--- src/rtl/irq_pkg.sv ---
// Shared constants for the parametrised POKEY-style interrupt controller:
// channel indices, default masks and a ceil-log2 helper.
package irq_pkg;

  localparam int IRQ_T1     = 0;
  localparam int IRQ_T2     = 1;
  localparam int IRQ_T4     = 2;
  localparam int IRQ_SDOFIN = 3;
  localparam int IRQ_SDOCMP = 4;
  localparam int IRQ_SDICMP = 5;
  localparam int IRQ_KEY    = 6;
  localparam int IRQ_BRK    = 7;

  localparam logic [7:0] POKEY_LEVEL_MASK  = 8'h08;
  localparam logic [7:0] POKEY_ACTLOW_MASK = 8'h08;
  localparam logic [7:0] POKEY_OVR_MASK    = 8'h60;

  function automatic int clog2(input int n);
    int r;
    r = 0;
    while ((1 << r) < n) r++;
    return r;
  endfunction

endpackage

--- src/rtl/irq_chan.sv ---
// One interrupt channel: source history, pending latch and sticky overrun.
// Level channels bypass the latch and simply follow the masked source.
module irq_chan (
  input  logic clk,
  input  logic reset_n,
  input  logic en_i,
  input  logic is_level_i,
  input  logic is_edge_i,
  input  logic ovr_en_i,
  input  logic act_i,
  input  logic irqen_i,
  input  logic new_en_i,
  input  logic ovr_clr_i,
  output logic pend_o,
  output logic ovrun_o
);

  logic src_q, src_d;
  logic pend_q, pend_d;
  logic ovrun_q, ovrun_d;
  logic trig;
  logic ovr_set;

  always_comb begin
    trig    = is_edge_i ? (act_i & ~src_q) : act_i;
    ovr_set = ovr_en_i & ~is_level_i & pend_q & trig & irqen_i;
    src_d   = src_q;
    pend_d  = pend_q;
    ovrun_d = ovrun_q;
    if (en_i) begin
      src_d = act_i;
      // The enable seen before this cycle gates the trigger; the new enable clears.
      if (is_level_i) pend_d = new_en_i & act_i;
      else            pend_d = new_en_i & (pend_q | (trig & irqen_i));
      ovrun_d = ovr_set | (ovrun_q & ~ovr_clr_i);
    end
  end

  always_ff @(posedge clk or negedge reset_n) begin
    if (!reset_n) begin
      src_q   <= 1'b0;
      pend_q  <= 1'b0;
      ovrun_q <= 1'b0;
    end else begin
      src_q   <= src_d;
      pend_q  <= pend_d;
      ovrun_q <= ovrun_d;
    end
  end

  assign pend_o  = pend_q;
  assign ovrun_o = ovrun_q;

endmodule

--- src/rtl/irq_ctrl_param.sv ---
// Parametrised interrupt controller: IRQEN mask register, per-channel latches,
// IRQ line, active-low IRQST readback and highest-index source ID.
module irq_ctrl_param
  import irq_pkg::*;
#(
  parameter int          NUM_CH       = 8,
  parameter int          ID_W         = (clog2(NUM_CH) < 1) ? 1 : clog2(NUM_CH),
  parameter logic [15:0] LEVEL_MASK   = 16'(POKEY_LEVEL_MASK),
  parameter logic [15:0] ACT_LOW_MASK = 16'(POKEY_ACTLOW_MASK),
  parameter logic [15:0] EDGE_MASK    = 16'h0000,
  parameter logic [15:0] OVR_MASK     = 16'(POKEY_OVR_MASK),
  parameter logic [15:0] RST_EN       = 16'h0000
) (
  input  logic              clk,
  input  logic              reset_n,
  input  logic              en,
  input  logic              wr_en,
  input  logic [NUM_CH-1:0] Dw,
  input  logic              ovr_clr,
  input  logic [NUM_CH-1:0] src,
  output logic              irq,
  output logic [NUM_CH-1:0] Dr,
  output logic [ID_W-1:0]   irq_id,
  output logic [NUM_CH-1:0] ovrun
);

  localparam logic [NUM_CH-1:0] ACT_LOW = ACT_LOW_MASK[NUM_CH-1:0];
  localparam logic [NUM_CH-1:0] EN_RST  = RST_EN[NUM_CH-1:0];

  logic [NUM_CH-1:0] irqen_q, irqen_d;
  logic [NUM_CH-1:0] new_en;
  logic [NUM_CH-1:0] act;
  logic [NUM_CH-1:0] pend;
  logic [ID_W-1:0]   id_d;

  assign act     = src ^ ACT_LOW;
  assign new_en  = wr_en ? Dw : irqen_q;
  assign irqen_d = en ? new_en : irqen_q;

  always_ff @(posedge clk or negedge reset_n) begin
    if (!reset_n) irqen_q <= EN_RST;
    else          irqen_q <= irqen_d;
  end

  for (genvar g = 0; g < NUM_CH; g++) begin : g_chan
    irq_chan u_chan (
      .clk        (clk),
      .reset_n    (reset_n),
      .en_i       (en),
      .is_level_i (LEVEL_MASK[g]),
      .is_edge_i  (EDGE_MASK[g]),
      .ovr_en_i   (OVR_MASK[g]),
      .act_i      (act[g]),
      .irqen_i    (irqen_q[g]),
      .new_en_i   (new_en[g]),
      .ovr_clr_i  (ovr_clr),
      .pend_o     (pend[g]),
      .ovrun_o    (ovrun[g])
    );
  end

  // Ascending scan so the highest pending index wins.
  always_comb begin
    id_d = '0;
    for (int i = 0; i < NUM_CH; i++) begin
      if (pend[i]) id_d = ID_W'(i);
    end
  end

  assign irq    = |pend;
  assign Dr     = ~pend;
  assign irq_id = id_d;

endmodule

--- config.mk ---
export PLATFORM = sky130hd
export DESIGN_NAME = irq_ctrl_param
export DESIGN_NICKNAME = d
export VERILOG_FILES = /design/src/rtl/irq_pkg.sv /design/src/rtl/irq_chan.sv /design/src/rtl/irq_ctrl_param.sv
export SDC_FILE = /design/constraint.sdc
export NUM_CORES = 1
export LEC_CHECK = 0
export BUFFER_PORTS_ARGS = -buffer_cell sky130_fd_sc_hd__buf_2
export CORE_MARGIN = 2
export CORE_UTILIZATION = 47
export CTS_CLUSTER_SIZE = 28
export DETAILED_ROUTE_END_ITERATION = 16
export GPL_ROUTABILITY_DRIVEN = 0
export PLACE_DENSITY = 0.73
export SLEW_MARGIN = 10
export SYNTH_ARGS = -nofsm -noshare
export SYNTH_HDL_FRONTEND = slang
export SYNTH_SLANG_ARGS = --single-unit
--- constraint.sdc ---
create_clock -name clk -period 1.7 [get_ports clk]
set_input_delay 0.085 -clock clk [delete_from_list [all_inputs] [get_ports clk]]
set_output_delay 0.085 -clock clk [all_outputs]
set_load 0.03 [all_outputs]
==> impl_metrics.tcl <==
set metrics [dict create \
    cts_max_level 1 \
    utilization_pct 59.5 \
    endpoint_kind "output pin" \
    drv_slew 0 \
    finalSetupViolCount 0 \
    ys_seq_area_share_pct 55.2 \
    dieArea_um2 2720 \
    dr_wl_met3_um 164 \
    synth_edf_count 0 \
    required_ps 1620 \
    wl_um 2100 \
    slowest_delay_ps 460 \
    syn_nets 124 \
    cts_tree "yes" \
    global_route.overflow_total 0 \
    wl_per_cell_um 12.6 \
    layout.area.seq_um2 601 \
    place_hpwl_um 1620 \
    p_leak_nw 0.673 \
    yosys.area.top_type "dfrtp_1" \
    post-place-ws_ps 591 \
    fin_crit_ps 1470 \
    min_from "Dw[6]" \
    synth-seq-cells 24 \
    irDropWorstVdd_mv 0.551 \
    fin_area_um2 1300 \
    dr.max_layer_used "met4" \
    whs_endpoint "irqen_q[6]" \
    vias_per_cell 5.14 \
    core_area_um2 2190 \
    ios 41 \
    worst_slack_ps 228 \
    die_y_um 52.1 \
    synth_commonest_cells "dfrtp_1, a21oi_1, buf_4, inv_1, nor2_1" \
    slowest_stage "dfrtp_1" \
    ys.flop_type "dfrtp_1" \
    firstDrtPassIters 4 \
    clock-sinks 24 \
    initial_core_util_pct 49.7 \
    synth.distinct_cells 20 \
    hold_viol_final 0 \
    clk_path_buf_depth 2 \
    dieWidth_um 52.1 \
    startpoint_type "flop" \
    finalCritPeriodShare_pct 86.6 \
    vias 858 \
    grt_pass1_wl_um 3590 \
    maxCapViolCount 0 \
    n_antenna_cell 0 \
    grt_pass1_vias 809 \
    status "finished clean" \
    power_mw 1.35 \
    multi_input_area_um2 382 \
    synth.area.top_cells "dfrtp_1, a21oi_1, buf_4" \
    dpl-instance-area_um2 1250 \
    hold_path_depth 2 \
    grtUsageTotal_pct 18.0 \
    crit_arrival_ps 1390 \
    worstSkewPairLatency_ps 300 \
    path_cells "inv_1 > nand4_1 > nand4b_1 > buf_2" \
    wl_met2_um 964 \
    grt_max_degree 25 \
    post_synth.cell_area_avg_um2 10.6 \
    drive_gt1_share_pct 38.1 \
    area_growth_pct 19.8 \
    path_class "reg -> out" \
    clock_skew_ps 3.42 \
    placement_rows 17 \
    power.density_nw_per_um2 1040 \
    reg2reg_from "irqen_q[6]" \
    yosys.cell_count.top_type "dfrtp_1" \
    io_buffer_count 40 \
    max_slew_margin_pct 65.7 \
    hp-class "in -> reg" \
    ant_nets 0 \
    clkTransAtPathRegs_ps 120 \
    nFillCells 203 \
    fin_cells 167 \
    cp_max_fo 5 \
    grt_antenna_before_repair 0 \
    dr.first_iter.drc_count 16 \
    r2r_cells 1 \
    rsz0062_at_grt "no" \
    yosys_warnings 0 \
    worstMarginPinSlew_ps 515 \
    r2r_end "irqen_q[6]" \
    async_flop_share_pct 100 \
    synth_top_area_share_pct 55.2 \
    m1WireLength_um 951 \
    fin_setup_tns_ps 0 \
    synth_cells 103 \
    cts_made_buffers 3 \
    cts-root-buf "clkbuf_4" \
    drc_errors 0 \
    dp_cells 161 \
    nets 161 \
    rrSetupSlack_ps 920 \
    netlist_area_um2 1090 \
    fmax_mhz 680 \
    whs_ps 19.8 \
]
==> worst max path at each step <==
stage                                        from    endpoint  slack, ps
after floorplan           g_chan[6].u_chan.pend_o         irq         50
after global placement    g_chan[6].u_chan.pend_o         irq        610
after detailed placement                       en  irqen_q[4]        590
after CTS                 g_chan[6].u_chan.pend_o         irq        220
after global routing      g_chan[6].u_chan.pend_o         irq        130
final                     g_chan[6].u_chan.pend_o         irq        230
==> cell families after synthesis <==
kind of cell / Yosys count / synth area share (%)
compound gates: 19 / 9.43
mux: 9 / 10.2
flops: 24 / 55.2
simple gates: 33 / 15.4
buf+inv: 18 / 9.77
==> where the power goes <==
group | internal, mW | switching, mW
sequential | 0.630 | 0.0501
combinational | 0.139 | 0.243
clock | 0.131 | 0.158
==> cells in the final DEF, fill, tap and decap left out, drive strengths merged <==
cell / count
and2: 6
o22ai: 1
mux2i: 1
nand2b: 2
o311ai: 1
dlygate4sd3: 2
dfrtp: 24
a21oi: 16
mux2: 8
nand4b: 1
nor3: 7
nand4: 3
nand2: 6
o31ai: 1
inv: 8
clkbuf: 4
buf: 40
nor2: 8
==> sequential cells by signal, summed over array words and instances, names as in the netlist <==
| register | count |
|---|---|
| g_chan.u_chan.ovrun_o | 8 |
| irqen_q | 8 |
| g_chan.u_chan.pend_o | 8 |
==> routing by layer <==
layer | vias up | global-route usage, %
met5 | - | 0
met3 | 2 | 3.45
met4 | 0 | 6.58
met2 | 34 | 28.1
li1 | 412 | -
met1 | 410 | 25.0
==> repair_timing <==
action / 4_1_cts / 5_1_grt
hold buffers: 2 / 0
endpoints found under the hold margin: 25 / 0
buffers inserted: 0 / 0
gates resized for setup: 0 / 0
endpoints found under the setup margin: 0 / 0
==> worst max-delay path, delay by kind of cell, from the launching register on <==
| kind | cells | cell delay [ps] |
|---|---|---|
| buffers and inverters | 2 | 330 |
| DFF | 1 | 460 |
| and+or+nand+nor | 2 | 300 |
==> cell type report <==
| cell class | count | share of cell area (%) |
|---|---|---|
| flip-flops and latches | 24 | 46.1 |
| multi-input cells | 61 | 29.3 |
| repair buffers | 42 | 16.9 |
| clock buffers | 4 | 2.78 |
| well taps | 28 | 2.69 |
| inverters | 8 | 2.30 |
Power figures use the tool's default switching activity.
